<file path="src/rtl/multicycle_ctrl_fsm_pkg.sv">
// Shared encodings for the RV32-subset multi-cycle sequencer: opcodes, ALU codes,
// FSM state encoding and the registered control bundle.
package multicycle_ctrl_fsm_pkg;

  localparam logic [6:0] OP_R     = 7'b0110011;
  localparam logic [6:0] OP_IMM   = 7'b0010011;
  localparam logic [6:0] OP_LOAD  = 7'b0000011;
  localparam logic [6:0] OP_STORE = 7'b0100011;
  localparam logic [6:0] OP_LUI   = 7'b0110111;

  localparam logic [2:0] F3_ADD_SUB = 3'b000;
  localparam logic [2:0] F3_SLL     = 3'b001;
  localparam logic [2:0] F3_WORD    = 3'b010;
  localparam logic [2:0] F3_XOR     = 3'b100;
  localparam logic [2:0] F3_AND     = 3'b111;

  localparam logic [6:0] F7_BASE = 7'b0000000;
  localparam logic [6:0] F7_ALT  = 7'b0100000;

  // Wide enough for the largest supported MEM_TIMEOUT (255).
  localparam int TMO_W = 8;

  typedef enum logic [2:0] {
    ALU_ADD = 3'b000,
    ALU_SUB = 3'b001,
    ALU_AND = 3'b010,
    ALU_XOR = 3'b011,
    ALU_SLL = 3'b100
  } alu_op_e;

  typedef enum logic [2:0] {
    ST_IDLE   = 3'd0,
    ST_FETCH  = 3'd1,
    ST_DECODE = 3'd2,
    ST_EXEC   = 3'd3,
    ST_MEM    = 3'd4,
    ST_WB     = 3'd5,
    ST_TRAP   = 3'd6
  } state_e;

  typedef struct packed {
    alu_op_e alu_control;
    logic    wd_src;
    logic    imm_reg;
    logic    alu_src;
    logic    mem_to_reg;
    logic    is_load;
    logic    is_store;
    logic    is_lui;
  } ctrl_t;

endpackage

</file>
<file path="src/rtl/multicycle_ctrl_fsm_if.sv">
// Sequencer <-> datapath/memory bundle. The sequencer is the master: it consumes
// the instruction fields and ready strobes and drives every control line.
interface multicycle_ctrl_fsm_if #(
  parameter int unsigned CNT_W = 32
);
  logic             run;
  logic [6:0]       opcode;
  logic [2:0]       funct3;
  logic [6:0]       funct7;
  logic             imem_ready;
  logic             dmem_ready;

  logic             imem_req;
  logic             dmem_req;
  logic             ir_write;
  logic             pc_write;
  logic             reg_write;
  logic             mem_write;
  logic [2:0]       alu_control;
  logic             wd_src;
  logic             imm_reg;
  logic             alu_src;
  logic             mem_to_reg;
  logic             busy;
  logic             fault;
  logic [CNT_W-1:0] retire_count;

  modport master (
    input  run, opcode, funct3, funct7, imem_ready, dmem_ready,
    output imem_req, dmem_req, ir_write, pc_write, reg_write, mem_write,
           alu_control, wd_src, imm_reg, alu_src, mem_to_reg,
           busy, fault, retire_count
  );

  modport slave (
    output run, opcode, funct3, funct7, imem_ready, dmem_ready,
    input  imem_req, dmem_req, ir_write, pc_write, reg_write, mem_write,
           alu_control, wd_src, imm_reg, alu_src, mem_to_reg,
           busy, fault, retire_count
  );

endinterface

</file>
<file path="src/rtl/multicycle_ctrl_fsm_decoder.sv">
// Combinational instruction decoder: opcode/funct3/funct7 -> control bundle plus
// an illegal flag. Illegal encodings return an all-zero bundle.
module multicycle_ctrl_fsm_decoder
  import multicycle_ctrl_fsm_pkg::*;
(
  input  logic [6:0] opcode,
  input  logic [2:0] funct3,
  input  logic [6:0] funct7,
  output ctrl_t      ctrl,
  output logic       illegal
);

  always_comb begin
    // NOTE: defaults first so every path assigns every output; no latches.
    ctrl    = '0;
    illegal = 1'b0;

    case (opcode)
      OP_R: begin
        ctrl.alu_src = 1'b1;
        ctrl.wd_src  = 1'b1;
        if (funct7 == F7_BASE) begin
          case (funct3)
            F3_ADD_SUB: ctrl.alu_control = ALU_ADD;
            F3_AND:     ctrl.alu_control = ALU_AND;
            F3_XOR:     ctrl.alu_control = ALU_XOR;
            F3_SLL:     ctrl.alu_control = ALU_SLL;
            default:    illegal = 1'b1;
          endcase
        end else if (funct7 == F7_ALT && funct3 == F3_ADD_SUB) begin
          ctrl.alu_control = ALU_SUB;
        end else begin
          illegal = 1'b1;
        end
      end

      OP_IMM: begin
        // funct7 carries immediate bits here, so only funct3 qualifies ADDI.
        ctrl.wd_src = 1'b1;
        illegal     = (funct3 != F3_ADD_SUB);
      end

      OP_LOAD: begin
        ctrl.wd_src     = 1'b1;
        ctrl.mem_to_reg = 1'b1;
        ctrl.is_load    = 1'b1;
        illegal         = (funct3 != F3_WORD);
      end

      OP_STORE: begin
        ctrl.wd_src   = 1'b1;
        ctrl.imm_reg  = 1'b1;
        ctrl.is_store = 1'b1;
        illegal       = (funct3 != F3_WORD);
      end

      OP_LUI: begin
        ctrl.is_lui = 1'b1;
      end

      default: illegal = 1'b1;
    endcase

    if (illegal) begin
      ctrl = '0;
    end
  end

endmodule

</file>
<file path="src/rtl/multicycle_ctrl_fsm.sv">
// Multi-cycle sequencer: steps each instruction through FETCH/DECODE/EXEC/MEM/WB,
// handshakes with wait-state memories, traps on illegal decode or timeout.
module multicycle_ctrl_fsm
  import multicycle_ctrl_fsm_pkg::*;
#(
  parameter int unsigned MEM_TIMEOUT = 15,
  parameter int unsigned CNT_W       = 32
) (
  input  logic                  clk,
  input  logic                  rst,
  multicycle_ctrl_fsm_if.master bus
);

  localparam logic [TMO_W-1:0] TMO_LAST = TMO_W'(MEM_TIMEOUT - 1);

  state_e           state;
  ctrl_t            dec_ctrl;
  ctrl_t            ctrl_q;
  logic             dec_illegal;
  logic [TMO_W-1:0] tmo_cnt;
  logic             tmo_hit;
  logic             imem_req_q;
  logic             dmem_req_q;
  logic             mem_write_q;
  logic             reg_write_q;
  logic             busy_q;
  logic             fault_q;
  logic [CNT_W-1:0] retire_q;
  logic             ir_write;
  logic             pc_write;

  multicycle_ctrl_fsm_decoder u_decoder (
    .opcode  (bus.opcode),
    .funct3  (bus.funct3),
    .funct7  (bus.funct7),
    .ctrl    (dec_ctrl),
    .illegal (dec_illegal)
  );

  // Current wait cycle is the last one allowed; a ready in this cycle still wins.
  assign tmo_hit = (tmo_cnt == TMO_LAST);

  // IR/PC strobes must coincide with the cycle the memory reports ready, so they
  // are qualified by the ready input rather than registered a cycle late.
  assign ir_write = (state == ST_FETCH) && bus.imem_ready;
  assign pc_write = reg_write_q
                 || ((state == ST_MEM) && ctrl_q.is_store && bus.dmem_ready);

  always_ff @(posedge clk) begin
    // NOTE: state and registered outputs use <= so every branch sees pre-edge values.
    if (rst) begin
      state       <= ST_IDLE;
      ctrl_q      <= '0;
      tmo_cnt     <= '0;
      imem_req_q  <= 1'b0;
      dmem_req_q  <= 1'b0;
      mem_write_q <= 1'b0;
      reg_write_q <= 1'b0;
      busy_q      <= 1'b0;
      fault_q     <= 1'b0;
    end else begin
      case (state)
        ST_IDLE: begin
          if (bus.run) begin
            state      <= ST_FETCH;
            imem_req_q <= 1'b1;
            busy_q     <= 1'b1;
            tmo_cnt    <= '0;
          end
        end

        ST_FETCH: begin
          if (bus.imem_ready) begin
            state      <= ST_DECODE;
            imem_req_q <= 1'b0;
          end else if (tmo_hit) begin
            state      <= ST_TRAP;
            imem_req_q <= 1'b0;
            fault_q    <= 1'b1;
          end else begin
            tmo_cnt <= tmo_cnt + TMO_W'(1);
          end
        end

        ST_DECODE: begin
          ctrl_q <= dec_ctrl;
          if (dec_illegal) begin
            state   <= ST_TRAP;
            fault_q <= 1'b1;
          end else if (dec_ctrl.is_lui) begin
            state       <= ST_WB;
            reg_write_q <= 1'b1;
          end else begin
            state <= ST_EXEC;
          end
        end

        ST_EXEC: begin
          if (ctrl_q.is_load || ctrl_q.is_store) begin
            state       <= ST_MEM;
            dmem_req_q  <= 1'b1;
            mem_write_q <= ctrl_q.is_store;
            tmo_cnt     <= '0;
          end else begin
            state       <= ST_WB;
            reg_write_q <= 1'b1;
          end
        end

        ST_MEM: begin
          if (bus.dmem_ready) begin
            dmem_req_q  <= 1'b0;
            mem_write_q <= 1'b0;
            if (ctrl_q.is_load) begin
              state       <= ST_WB;
              reg_write_q <= 1'b1;
            end else if (bus.run) begin
              // Store retires here; continue straight into the next fetch.
              state      <= ST_FETCH;
              imem_req_q <= 1'b1;
              tmo_cnt    <= '0;
            end else begin
              state  <= ST_IDLE;
              busy_q <= 1'b0;
            end
          end else if (tmo_hit) begin
            state       <= ST_TRAP;
            dmem_req_q  <= 1'b0;
            mem_write_q <= 1'b0;
            fault_q     <= 1'b1;
          end else begin
            tmo_cnt <= tmo_cnt + TMO_W'(1);
          end
        end

        ST_WB: begin
          reg_write_q <= 1'b0;
          if (bus.run) begin
            state      <= ST_FETCH;
            imem_req_q <= 1'b1;
            tmo_cnt    <= '0;
          end else begin
            state  <= ST_IDLE;
            busy_q <= 1'b0;
          end
        end

        ST_TRAP: begin
          // Parked until reset; all enables were already dropped on entry.
        end

        default: begin
          state       <= ST_TRAP;
          imem_req_q  <= 1'b0;
          dmem_req_q  <= 1'b0;
          mem_write_q <= 1'b0;
          reg_write_q <= 1'b0;
          busy_q      <= 1'b1;
          fault_q     <= 1'b1;
        end
      endcase
    end
  end

  always_ff @(posedge clk) begin
    if (rst) begin
      retire_q <= '0;
    end else if (pc_write) begin
      retire_q <= retire_q + CNT_W'(1);
    end
  end

  assign bus.imem_req     = imem_req_q;
  assign bus.dmem_req     = dmem_req_q;
  assign bus.ir_write     = ir_write;
  assign bus.pc_write     = pc_write;
  assign bus.reg_write    = reg_write_q;
  assign bus.mem_write    = mem_write_q;
  assign bus.alu_control  = ctrl_q.alu_control;
  assign bus.wd_src       = ctrl_q.wd_src;
  assign bus.imm_reg      = ctrl_q.imm_reg;
  assign bus.alu_src      = ctrl_q.alu_src;
  assign bus.mem_to_reg   = ctrl_q.mem_to_reg;
  assign bus.busy         = busy_q;
  assign bus.fault        = fault_q;
  assign bus.retire_count = retire_q;

endmodule
</file>
<file path="src/flat_wrapper.sv">
// flat-port wrapper written by rule: the top's interface ports become plain ports
module multicycle_ctrl_fsm_flat import multicycle_ctrl_fsm_pkg::*;
#(
  parameter int unsigned MEM_TIMEOUT = 15,
  parameter int unsigned CNT_W       = 32
)
  (clk, rst, bus_run, bus_opcode, bus_funct3, bus_funct7, bus_imem_ready, bus_dmem_ready, bus_imem_req, bus_dmem_req, bus_ir_write, bus_pc_write, bus_reg_write, bus_mem_write, bus_alu_control, bus_wd_src, bus_imm_reg, bus_alu_src, bus_mem_to_reg, bus_busy, bus_fault, bus_retire_count);
  multicycle_ctrl_fsm_if #(.CNT_W(CNT_W)) bus_i ();
  input  logic clk;
  input  logic rst;
  input wire logic [$bits(bus_i.run)-1:0] bus_run;
  input wire logic [$bits(bus_i.opcode)-1:0] bus_opcode;
  input wire logic [$bits(bus_i.funct3)-1:0] bus_funct3;
  input wire logic [$bits(bus_i.funct7)-1:0] bus_funct7;
  input wire logic [$bits(bus_i.imem_ready)-1:0] bus_imem_ready;
  input wire logic [$bits(bus_i.dmem_ready)-1:0] bus_dmem_ready;
  output wire logic [$bits(bus_i.imem_req)-1:0] bus_imem_req;
  output wire logic [$bits(bus_i.dmem_req)-1:0] bus_dmem_req;
  output wire logic [$bits(bus_i.ir_write)-1:0] bus_ir_write;
  output wire logic [$bits(bus_i.pc_write)-1:0] bus_pc_write;
  output wire logic [$bits(bus_i.reg_write)-1:0] bus_reg_write;
  output wire logic [$bits(bus_i.mem_write)-1:0] bus_mem_write;
  output wire logic [$bits(bus_i.alu_control)-1:0] bus_alu_control;
  output wire logic [$bits(bus_i.wd_src)-1:0] bus_wd_src;
  output wire logic [$bits(bus_i.imm_reg)-1:0] bus_imm_reg;
  output wire logic [$bits(bus_i.alu_src)-1:0] bus_alu_src;
  output wire logic [$bits(bus_i.mem_to_reg)-1:0] bus_mem_to_reg;
  output wire logic [$bits(bus_i.busy)-1:0] bus_busy;
  output wire logic [$bits(bus_i.fault)-1:0] bus_fault;
  output wire logic [$bits(bus_i.retire_count)-1:0] bus_retire_count;
  assign bus_i.run = bus_run;
  assign bus_i.opcode = bus_opcode;
  assign bus_i.funct3 = bus_funct3;
  assign bus_i.funct7 = bus_funct7;
  assign bus_i.imem_ready = bus_imem_ready;
  assign bus_i.dmem_ready = bus_dmem_ready;
  assign bus_imem_req = bus_i.imem_req;
  assign bus_dmem_req = bus_i.dmem_req;
  assign bus_ir_write = bus_i.ir_write;
  assign bus_pc_write = bus_i.pc_write;
  assign bus_reg_write = bus_i.reg_write;
  assign bus_mem_write = bus_i.mem_write;
  assign bus_alu_control = bus_i.alu_control;
  assign bus_wd_src = bus_i.wd_src;
  assign bus_imm_reg = bus_i.imm_reg;
  assign bus_alu_src = bus_i.alu_src;
  assign bus_mem_to_reg = bus_i.mem_to_reg;
  assign bus_busy = bus_i.busy;
  assign bus_fault = bus_i.fault;
  assign bus_retire_count = bus_i.retire_count;
  multicycle_ctrl_fsm #(.MEM_TIMEOUT(MEM_TIMEOUT), .CNT_W(CNT_W)) u_core (.clk(clk), .rst(rst), .bus(bus_i));
endmodule
</file>
<file path="config.mk">
export PLATFORM = sky130hd
export DESIGN_NAME = multicycle_ctrl_fsm_flat
export DESIGN_NICKNAME = d
export VERILOG_FILES = /design/src/rtl/multicycle_ctrl_fsm_pkg.sv /design/src/rtl/multicycle_ctrl_fsm_if.sv /design/src/rtl/multicycle_ctrl_fsm_decoder.sv /design/src/rtl/multicycle_ctrl_fsm.sv /design/src/flat_wrapper.sv
export SDC_FILE = /design/constraint.sdc
export NUM_CORES = 1
export LEC_CHECK = 0
export ABC_AREA = 1
export BUFFER_PORTS_ARGS = -buffer_cell sky130_fd_sc_hd__buf_2
export CAP_MARGIN = 20
export CELL_PAD_IN_SITES_DETAIL_PLACEMENT = 0
export CELL_PAD_IN_SITES_GLOBAL_PLACEMENT = 2
export CORE_ASPECT_RATIO = 1.5
export CORE_MARGIN = 2
export CORE_UTILIZATION = 26
export DETAILED_ROUTE_END_ITERATION = 16
export PLACE_DENSITY_LB_ADDON = 0.1
export SYNTH_ARGS = -nofsm -noshare
export SYNTH_HDL_FRONTEND = slang
export SYNTH_SLANG_ARGS = --single-unit
</file>
<file path="constraint.sdc">
create_clock -name clk -period 1.6 [get_ports clk]
set_clock_uncertainty 0.2 [all_clocks]
set_input_delay 0.32 -clock clk [delete_from_list [all_inputs] [get_ports clk]]
set_output_delay 0.32 -clock clk [all_outputs]
set_load 0.03 [all_outputs]
</file>
Word-level counts from Yosys, hierarchy flattened
Index checks and enable logic that the tools add are counted.
W data, S select, Z words.
{"block": "totals", "reg_bits": 58, "input_bits": 22, "elab_cells": 140, "ramBits": 0, "romBits": 0, "n_memories": 0, "latchBits": 0, "out_inout_bits": 47}
{"block": "classes", "eq_ne": 31, "bitwise": 6, "reduce_logical": 27, "shift": 0, "multipliers": 0, "muxes": 58, "n_addsub": 2, "div_mod_pow": 0, "order_cmp": 0}
{"cell": "$mux W8", "n": 6}
{"cell": "$add A32 B1 Y32 const B", "n": 1}
{"cell": "$pmux W8 S4", "n": 1}
{"cell": "$mux W1", "n": 31}
{"cell": "$eq A7 B6 Y1 const B", "n": 4}
{"cell": "$mux W3", "n": 9}
{"cell": "$pmux W3 S7", "n": 1}
{"cell": "$pmux W1 S4", "n": 5}
{"cell": "$reduce_and A4 Y1", "n": 4}
{"cell": "$reduce_or A4 Y1", "n": 4}
{"cell": "$eq A3 B3 Y1 const B", "n": 5}
{"cell": "$ne A2 B2 Y1 const B", "n": 7}
{"cell": "$mux W10", "n": 1}
{"cell": "$ne A3 B2 Y1 const B", "n": 3}
{"cell": "$pmux W3 S3", "n": 1}
{"cell": "$add A8 B1 Y8 const B", "n": 1}
{"cell": "$eq A8 B4 Y1 const B", "n": 1}
{"cell": "$ne A2 B1 Y1 const B", "n": 4}
{"cell": "$eq A7 B2 Y1 const B", "n": 1}
{"cell": "$eq A7 B5 Y1 const B", "n": 1}
{"cell": "$logic_not A7 Y1", "n": 1}
{"cell": "$eq A3 B1 Y1 const B", "n": 2}
{"cell": "$eq A3 B2 Y1 const B", "n": 2}
{"cell": "$logic_not A3 Y1", "n": 2}
{"cell": "14 further kinds", "n": 26}

Depth between registers and ports, before layout
Gate-level depths: netlist of run 1.
{"block": "logic_depth", "depth_word": 9, "depth_mapped": 12}

By module
A second synthesis of run 1 with hierarchy kept.
{"block": "hier_totals", "cells_unflattened": 611, "area_unflattened_um2": 3671.0}
{"mod": "multicycle_ctrl_fsm", "seq_area_each_um2": 1161.1, "area_each_um2": 3359.5, "cells_per_inst": 553, "instances": 1}
{"mod": "multicycle_ctrl_fsm_decoder", "seq_area_each_um2": 0.0, "area_each_um2": 311.5, "cells_per_inst": 58, "instances": 1}

Least setup slack after synthesis of run 1
No wires, ideal clock.
{"block": "synth_path", "path_kind": "register to register", "start": "register u_core.retire_q[0] (netlist: u_core.bus.retire_count[0])", "end": "register u_core.retire_q[30] (netlist: u_core.bus.retire_count[30])", "slack_ps": -360, "required_ps": 1287, "synth_period_minus_slack_ps": 1960, "arrival_ps": 1646, "path_stages_with_launch": 11, "path_cell_list": "dfxtp_1 -> ha_1 -> nand3_1 -> inv_1 -> nand2_1 -> nor2_1 -> nand3_2 -> nor2_1 -> nand2_1 -> nand2_1 -> nor2_1"}
{"block": "synth_via", "elab_chain_cells": 1}
{"item": "start: declaration", "line": "multicycle_ctrl_fsm.sv:28", "rtl": "logic [CNT_W-1:0] retire_q;"}
{"item": "start signal: assignment", "line": "multicycle_ctrl_fsm.sv:169", "rtl": "retire_q <= retire_q + CNT_W'(1);"}
{"item": "$add A32 B1 Y32", "line": "multicycle_ctrl_fsm.sv:169"}
Every way passes these cells.
A chain may end at the register's enable or synchronous reset.

Final worst setup path of run 1
{"block": "layout_path", "start": "register u_core.state[1]", "end": "output bus_pc_write"}
{"block": "layout_via", "elab_chain_cells": 4}
{"item": "start: declaration", "line": "multicycle_ctrl_fsm.sv:16", "rtl": "state_e state;"}
{"item": "start signal: assignment", "line": "multicycle_ctrl_fsm.sv:52", "rtl": "state <= ST_IDLE;"}
{"item": "start signal: assignment", "line": "multicycle_ctrl_fsm.sv:65", "rtl": "state <= ST_FETCH;"}
{"item": "start signal: assignment", "line": "multicycle_ctrl_fsm.sv:74", "rtl": "state <= ST_DECODE;"}
{"item": "$eq A3 B3 Y1", "line": "multicycle_ctrl_fsm.sv:47", "rtl": "|| ((state == ST_MEM) && ctrl_q.is_store && bus.dmem_ready);"}
{"item": "$logic_and A1 B1 Y1 (2 in a row)", "line": "multicycle_ctrl_fsm.sv:47"}
{"item": "$logic_or A1 B1 Y1", "line": "multicycle_ctrl_fsm.sv:47"}
{"item": "end: declaration", "line": "flat_wrapper.sv:20", "rtl": "output wire logic [$bits(bus_i.pc_write)-1:0] bus_pc_write;"}
Every way passes these cells.

==> results of run 1 <==
-- cell usage after synthesis --
cell | number | area [sq um]
buf_4 | 3 | 22.5
nand2_8 | 1 | 20.0
o21ai_0 | 19 | 95.1
a21oi_4 | 1 | 16.3
o21ai_1 | 1 | 5.00
o31ai_1 | 1 | 7.51
o21bai_1 | 1 | 7.51
and3_1 | 2 | 12.5
a21oi_1 | 45 | 225
xnor2_1 | 3 | 26.3
xor2_1 | 9 | 78.8
nand3_1 | 28 | 140
nor3_1 | 16 | 80.1
nor3_2 | 1 | 10.0
clkbuf_1 | 5 | 18.8
nor2_4 | 7 | 78.8
nand3_2 | 2 | 20.0
inv_1 | 65 | 244
nor2_1 | 93 | 349
a22oi_1 | 2 | 15.0
buf_6 | 3 | 33.8
nand3b_1 | 4 | 30.0
nand2_2 | 5 | 31.3
inv_2 | 3 | 11.3
nor2_2 | 5 | 31.3
nand2_1 | 184 | 691
nand4_1 | 12 | 75.1
inv_4 | 2 | 12.5
nand2_4 | 4 | 45.0
ha_1 | 3 | 37.5
dfxtp_1 | 56 | 1120
nor3b_1 | 1 | 7.51
o21bai_2 | 1 | 11.3
-- cells in the final DEF, fill, tap and decap left out, types with 7 or more instances in the layout --
master,count
buf_4,113
inv_2,9
nand4_1,12
nand2_2,37
dfxtp_4,14
xor2_1,8
nor2_4,25
nand3_2,7
nor2_1,57
nand2_1,145
nor2_2,23
a21oi_2,12
buf_2,64
o21ai_0,12
dfxtp_1,24
nand3_1,18
inv_1,57
nor3_2,9
nand2_4,11
nor3_1,8
a21oi_1,33
buf_6,13
dfxtp_2,18
-- final cells by class --
type / instances / area share [%]
Clock inverter: 2 / 0.253
Timing Repair inverter: 1 / 0.147
Timing Repair Buffer: 196 / 23.8
Tap cell: 162 / 3.41
Inverter: 70 / 4.86
Clock buffer: 6 / 2.17
Multi-Input combinational cell: 451 / 45.3
Sequential cell: 56 / 20.1
-- layer usage --
layer	wire length, um	part of all wire, %
met4	401	3.1
met5	0	0
met3	375	2.9
met2	7160	56
met1	4870	38
-- state kept, by name, indices dropped and copies added, names as in the netlist --
name	count
u_core.bus.mem_write	1
u_core.bus.fault	1
u_core.bus.alu_control	3
u_core.bus.alu_src	1
u_core.bus.reg_write	1
u_core.bus.imem_req	1
u_core.bus.retire_count	32
u_core.bus.dmem_req	1
u_core.ctrl_q	2
u_core.tmo_cnt	8
u_core.bus.busy	1
u_core.state	3
u_core.bus.wd_src	1
-- what timing repair did --
action                     CTS  global route
resized for setup           70           135
setup endpoints to repair   59            62
buffers inserted             7            10
hold endpoints to repair     0             0
gates cloned                 0             2
pin swaps                   16            53
-- stage by stage --
step	std cells	setup WS, ps	TNS, ps	area [sq um]
2_1_floorplan	588	-19.1	-38.3	3680
4_1_cts	935	-215	-3380	5420
6_report	944	-218	-3120	5950
3_5_place_dp	920	-179	-4750	5020
3_3_place_gp	920	-178	-3520	5020
5_1_grt	944	-268	-8170	5950
-- cells by family (layout without fill, tap and decap cells) --
| group | Yosys count | after routing | synth area share (%) |
|---|---|---|---|
| flops | 56 | 56 | 31.0 |
| fa+ha+maj | 3 | 3 | 1.04 |
| buf+inv | 81 | 275 | 9.49 |
| simple gates | 365 | 365 | 44.9 |
| xor+xnor | 12 | 12 | 2.91 |
| compound gates | 71 | 71 | 10.6 |
-- worst max-delay path: stages, from the launching register on --
cell	delay (ps)
dfxtp_4	360
nor2_4	150
nand2_4	70
nor2_4	110
nand2_4	90
nand2_8	80
buf_6	130
-- worst max-delay path by stage --
stage	startpoint	to	slack, ps	depth (start not counted)
after global placement	bus_dmem_ready	u_core.bus.imem_req$_SDFFE_PP0P_	-180	8
after CTS	u_core.state[1]$_SDFFE_PP0P_	bus_pc_write	-220	6
final	u_core.state[1]$_SDFFE_PP0P_	bus_pc_write	-220	6
after detailed placement	bus_opcode[3]	u_core.bus.fault$_SDFFE_PP0P_	-180	11
after global routing	u_core.state[1]$_SDFFE_PP0P_	bus_pc_write	-270	6
after floorplan	u_core.bus.retire_count[0]$_SDFFE_PP0P_	u_core.bus.retire_count[30]$_SDFFE_PP0P_	-20	10
-- where the power goes --
part	leakage, uW	internal, uW	switching, uW
sequential	0.000472	1400	23.9
clock	0.0000714	588	553
combinational	0.00204	248	327
total	0.00258	2230	903
==> impl_metrics.toml, run 1 <==
[timing]
setup_slack_ps = -218
max_freq_ghz = 0.550
fin_crit_sh_pct = 114
worst_pin_slew_ps = 402
rsz0062_at_grt = "true"
maxSlewViolCount = 0
finalHoldViolations = 0
setup_viol = 57
fin_crit_ps = 1820
maxSlewHeadroom_pct = 73.1
whs_ps = 93.2

[detailed_routing]
num_vias = 4309
viasPerCell = 4.56
initialDrtViolationCount = 88
wl_per_cell_um = 13.6
ant_nets = 0
dr.pass1.iters = 4
wirelength_mm = 12.8
drc = 0

[setup_path]
critPathKind = "reg2out"
crit_path_start_kind = "flip-flop"
arrival_ps = 1300
r2r_slack_ps = -160
cp.required_ps = 1080
r2r-end = "u_core.bus.retire_count[11]$_SDFFE_PP0P_"
worstRegToRegCells = 10
cp_max_fo = 3
critPathCaptureType = "output port"
r2r_start = "u_core.state[1]$_SDFFE_PP0P_"

[finish]
syn_to_final_growth_pct = 64.7
post-route-util_pct = 43.9
fillCellCount = 1436
seq_area_sq_mm = 0.00120
multi_input_area_sq_mm = 0.00269
drive_above_1_share_pct = 49.6
antenna_cells = 0
nets = 806

[min_path]
hold_class = "in2reg"
min_path_cells = 3
min_to = "u_core.bus.imem_req$_SDFFE_PP0P_"
holdCritStartpoint = "bus_run"

[clock_network]
h-tree-depth = 2
clockBufferDepth = 2
clkTransAtPathRegs_ps = 70
cts_hold_buf = 0
cts.sink_count = 56
clockRootBuffer = "clkbuf_16"
clk_latency_ps = 300
cts_buffers = 5
cts_tree = "yes"

[logic_synthesis]
ys_ff_latch = 56
netlist-cell-type-count = 33
synth-warning-count = 0
synth.yosys.seq_area_share_pct = 31.0
avgSynthCellArea_sq_um = 6.14
synthesis.nets = 613
syn-instance-count = 588
synth_area_sq_mm = 0.00361

[global_route]
antenna_found_initial = 0
use_met2_pct = 33.0
grt_busiest_layer = "met2"
track_usage_pct = 17.0
use_met1_pct = 18.3
grt_pass1_vias = 4224
met3_usage_pct = 2.16
grt_overflow = 0
grt_max_degree = 26
grt_first_pass_wirelength_mm = 20.0

[die]
die_h_um = 148
initial_utilization_pct = 26.7
row_count = 52
fp.dieW_um = 100
io_pins = 69
coreArea_sq_mm = 0.0135
dieArea_sq_mm = 0.0149

[placed_design]
gp_congestion = 0.852
io_buffers = 68
dp_hpwl_mm = 9.77

[power]
cellPowerDensity_mw_per_mm2 = 527
total_power_uw = 3140
p_leak_uw = 0.00258
vdd_ir_drop_max_mv = 0.368

[status]
violations = "setup timing"
status = "finished with violations"

[run]
cap_violations = 0
Note: power is estimated with default switching activity, not from simulation.
==> run 2: changes to the inputs <==
Settings changed: REMOVE_ABC_BUFFERS set to 1, SKIP_LAST_GASP set to 1.
==> run 2 against run 1 <==
Net effect:
- the run still ends with setup timing left
- wire length rose by 2.7%
- clock-buffer cell count is 2 higher
- critical path depth stayed put
- flip-flop and latch count unchanged
- global-route usage increased by 1.0 points
- via count is 1.9% higher
- largest power group unchanged
- highest routed layer unchanged
==> impl_metrics.toml, run 2 (synthesized netlist as in run 1, its figures left out) <==
[clock_network]
h-tree-depth = 2
clkTransAtPathRegs_ps = 70
cts_buffers = 5
cts_tree = "yes"
clk_latency_ps = 290
cts.sink_count = 56
clockRootBuffer = "clkbuf_16"
cts_hold_buf = 0
clockBufferDepth = 2

[die]
initial_utilization_pct = 26.7
dieArea_sq_mm = 0.0149
fp.dieW_um = 100
io_pins = 69
die_h_um = 148
row_count = 52
coreArea_sq_mm = 0.0135

[timing]
setup_viol = 32
rsz0062_at_grt = "true"
worst_pin_slew_ps = 361
setup_slack_ps = -186
finalHoldViolations = 0
maxSlewViolCount = 0
finalSetupTns_ps = -2360
maxSlewHeadroom_pct = 75.8
fin_crit_ps = 1790
max_freq_ghz = 0.560
fin_crit_sh_pct = 112

[setup_path]
r2r_slack_ps = -160
critPathKind = "reg2out"
critPathCaptureType = "output port"
crit_path_start_kind = "flip-flop"
cp_max_fo = 5
cp.required_ps = 1080
arrival_ps = 1270

[finish]
antenna_cells = 0
syn_to_final_growth_pct = 62.4
final_cell_area_sq_mm = 0.00586
final_common_cell = "nand2_1"
instances_no_fill = 963
mostFrequentLayoutCells = "164 x nand2_1, 142 x buf_4, 69 x nor2_1, 63 x buf_2, 58 x inv_1"
largest_reg_flops = 32
nets = 825
drive_above_1_share_pct = 44.8

[placed_design]
place_area_sq_mm = 0.00508
post-place-ws_ps = -246
io_buffers = 68
dp_hpwl_mm = 10.4
dpl.cell_count = 939
gp_congestion = 0.891

[power]
cellPowerDensity_mw_per_mm2 = 543
combPwrFrac_pct = 19.4
clkPwrFrac_pct = 35.6
vdd_ir_drop_max_mv = 0.381
power_switching_uw = 877
power.share.sequential_pct = 45.0
p_int_uw = 2310
swShare_pct = 27.5
p_leak_uw = 0.00268

[global_route]
grt_pass1_vias = 4501
grt_max_degree = 39
grt_first_pass_wirelength_mm = 21.2
track_usage_pct = 18.0
grt_overflow = 0
antenna_found_initial = 0

[detailed_routing]
initialDrtViolationCount = 81
num_vias = 4389
viasPerCell = 4.56
wl_per_cell_um = 13.6
ant_nets = 0
dr.pass1.iters = 4
drc = 0
wirelength_mm = 13.1

[min_path]
hold_class = "in2reg"

[run]
cap_violations = 0

[status]
status = "finished with violations"
violations = "setup timing"
[run 2: cell count changes in the layout (fill, tap and decap cells not counted), moves of 6 or more]
cell,before,now
a21oi_2,12,5
nor2_2,23,14
nand2_2,37,17
buf_4,113,142
nor2_1,57,69
dfxtp_4,14,6
nand2_1,145,164
dfxtp_1,24,30
a21oi_1,33,40
[run 2: cell type report]
cell class              count  area, sq um
repair buffers            216         1510
inverters                  70          275
well taps                 162          203
multi-input cells         451         2560
clock buffers               8          146
fillers                  1513         7670
flip-flops and latches     56         1170
[run 2: power groups by stage]
| stage | clock network (uW) | registers, uW | logic (uW) |
|---|---|---|---|
| floorplan | 0 | 1500 | 226 |
| finish | 1140 | 1430 | 618 |
| detailed placement | 0 | 1470 | 494 |
| global route | 1250 | 1440 | 681 |
| global placement | 0 | 1470 | 497 |
| CTS | 1200 | 1440 | 563 |
[run 2: stage by stage]
stage / power [uW] / hold WS (ps) / utilization, %
after CTS: 3200 / 97.5 / 41.2
after floorplan: 1720 / 189 / -
final: 3190 / 99.8 / 43.3
after global placement: 1960 / 230 / 37.6
after global routing: 3370 / 122 / 43.3
after detailed placement: 1960 / 235 / 37.6
[run 2: routing by layer]
metal | GRT usage (%) | vias up | share of wire, %
met3 | 1.64 | 20 | 2.0
met4 | 6.51 | 0 | 3.1
met5 | 0 | - | 0
met1 | 18.8 | 2023 | 38
met2 | 36.0 | 62 | 56
li1 | - | 2284 | -
[run 2: worst max-delay path: stages, from the launching register on]
cell and delay [ps]:
dfxtp_4 370, nor2_4 140, nand2_4 60, nor2_4 110, nand2_4 80, nand2_8 80
buf_6 130
[run 2: final timing paths]
check | endpoint | cells past startpoint | startpoint
max reg2reg | u_core.bus.retire_count[21]$_SDFFE_PP0P_ | 11 | u_core.state[1]$_SDFFE_PP0P_
min reg2reg | u_core.bus.imem_req$_SDFFE_PP0P_ | 2 | u_core.bus.imem_req$_SDFFE_PP0P_
max | bus_pc_write | 6 | u_core.state[1]$_SDFFE_PP0P_
min | u_core.bus.imem_req$_SDFFE_PP0P_ | 3 | bus_run
[run 2: repair_timing]
item / CTS / global route
buffers inserted: 14 / 5
gates resized for setup: 91 / 80
pin swaps: 22 / 28
endpoints found under the setup margin: 58 / 58
==> run 3: changes to the inputs <==
Settings changed: CORE_ASPECT_RATIO 1.5 to 1.25.
==> run 3 against run 2 <==
Net effect:
- the flow still finishes with violations (setup timing)
- via count rose by 1.1%
- die area hardly changed
- register-to-register slack worse by 40 ps
- cell count increased by 3.0%
- utilization grew 3.2 points
- largest cell class unchanged
- worst setup slack got worse by 43 ps
- wire length up 1.1%
- worst hold slack got worse by 7.9 ps
- first-iteration DRC count increased by 27%
- critical endpoint unchanged
- design area rose by 8.7%
- maximum frequency is 2.4% lower
==> impl_metrics.toml, run 3 (synthesized netlist as in run 1, its figures left out) <==
[clock_network]
clkTransAtPathRegs_ps = 70
cts_buffers = 5
cts.sink_count = 56
cts_tree = "yes"
clockRootBuffer = "clkbuf_16"
clockBufferDepth = 2
clk_latency_ps = 310
h-tree-depth = 2

[finish]
drive_above_1_share_pct = 51.2
largest_reg_flops = 32
final_cell_area_sq_mm = 0.00638
final_common_cell = "nand2_1"
syn_to_final_growth_pct = 76.6
fillCellCount = 1452
post-route-util_pct = 46.6
mostFrequentLayoutCells = "141 x nand2_1, 131 x buf_4, 65 x buf_2, 64 x nor2_1, 57 x inv_1"
nets = 842
antenna_cells = 0

[timing]
rsz0062_at_grt = "true"
maxSlewHeadroom_pct = 75.4
finalSetupTns_ps = -5320
fin_crit_sh_pct = 114
fin_crit_ps = 1830
finalHoldViolations = 0
maxSlewViolCount = 0
setup_slack_ps = -229
max_freq_ghz = 0.547
setup_viol = 48
worst_pin_slew_ps = 368

[power]
vdd_ir_drop_max_mv = 0.385
p_leak_uw = 0.00292
cellPowerDensity_mw_per_mm2 = 525

[min_path]
min_to = "u_core.bus.imem_req$_SDFFE_PP0P_"
hold_class = "in2reg"
min_path_cells = 3
holdCritStartpoint = "bus_run"

[global_route]
grt_first_pass_wirelength_mm = 20.5
track_usage_pct = 17.7
grt_pass1_vias = 4331
use_met1_pct = 20.1
use_met2_pct = 33.3
antenna_found_initial = 0
grt_overflow = 0
met3_usage_pct = 3.08
grt_busiest_layer = "met2"
grt_max_degree = 39

[setup_path]
path_buf_inv = 1
crit_path_top_delay_cell = "dfxtp_4"
crit_path_start_kind = "flip-flop"
worst_path_dominant_cell_family = "simple AND/OR/NAND/NOR gates"
cp_max_fo = 4
crit_chain = "nor2_4 > nand2_4 > nor2_4 > nand2_4 > nand2_8 > buf_6"
critPathMaxStageDelay_ps = 360
critPathCaptureType = "output port"
critPathKind = "reg2out"
r2r_slack_ps = -200
r2r-end = "u_core.bus.retire_count[2]$_SDFFE_PP0P_"
r2r_start = "u_core.state[1]$_SDFFE_PP0P_"
worstRegToRegCells = 11
cp.required_ps = 1080
arrival_ps = 1310

[die]
initial_utilization_pct = 26.4
fp.dieW_um = 109
dieArea_sq_mm = 0.0149
io_pins = 69
row_count = 48
coreArea_sq_mm = 0.0137
die_h_um = 136

[detailed_routing]
ant_nets = 0
wirelength_mm = 13.3
num_vias = 4438
wl_per_cell_um = 13.4
drc = 0
dr.pass1.iters = 4
initialDrtViolationCount = 103
viasPerCell = 4.47

[placed_design]
dp_hpwl_mm = 9.69
io_buffers = 68
place_area_sq_mm = 0.00509
gp_congestion = 0.855

[status]
violations = "setup timing"
status = "finished with violations"

[run]
cap_violations = 0
[run 3: worst min-delay path, stage by stage]
cell	delay [ps]
buf_2	110
nand2_1	60
a21oi_1	50
[run 3: repair_timing]
action,4_1_cts,5_1_grt
endpoints found under the setup margin,57,61
resized for setup,75,191
pin swaps,25,63
hold endpoints to repair,0,0
hold buffers,0,0
buffers inserted,18,24
[run 3: cell type report]
class	instances	area [sq um]	area share, %
clock buffer	5	125	1.96
clock inverter	2	12.5	0.196
inverter	70	312	4.89
multi-input combinational	451	2770	43.4
sequential	56	1160	18.2
tap	175	219	3.43
timing repair buffer	233	1780	28.0
[run 3: worst max path at each step]
stage	startpoint	endpoint	slack [ps]	cells after the start
finish	u_core.state[1]$_SDFFE_PP0P_	bus_pc_write	-230	6
CTS	u_core.state[1]$_SDFFE_PP0P_	bus_pc_write	-240	6
global route	u_core.state[1]$_SDFFE_PP0P_	bus_pc_write	-270	6
floorplan	u_core.bus.retire_count[0]$_SDFFE_PP0P_	u_core.bus.retire_count[30]$_SDFFE_PP0P_	-360	10
global placement	bus_funct7[4]	u_core.state[0]$_SDFFE_PP0P_	-210	10
detailed placement	bus_funct7[4]	u_core.state[0]$_SDFFE_PP0P_	-230	10
[run 3: power breakdown]
part | internal [uW] | switching (uW) | leakage, uW
combinational | 366 | 401 | 0.00239
sequential | 1410 | 17.8 | 0.000464
clock | 573 | 580 | 0.0000657
[run 3: metal layers]
metal  up-vias  part of all wire, %
met1      2061                   41
met4         0                  1.7
met3        12                  2.4
li1       2310                    -
met2        55                   54
met5         -                    0
[run 3: stage by stage]
stage / std cells / total power (uW) / setup slack, ps / hold slack, ps
2_1_floorplan: 577 / 1720 / -361 / 189
3_3_place_gp: 947 / 1970 / -206 / 237
3_5_place_dp: 947 / 1980 / -235 / 240
4_1_cts: 971 / 3260 / -237 / 81.1
5_1_grt: 992 / 3520 / -272 / 116
6_report: 992 / 3350 / -229 / 92.0
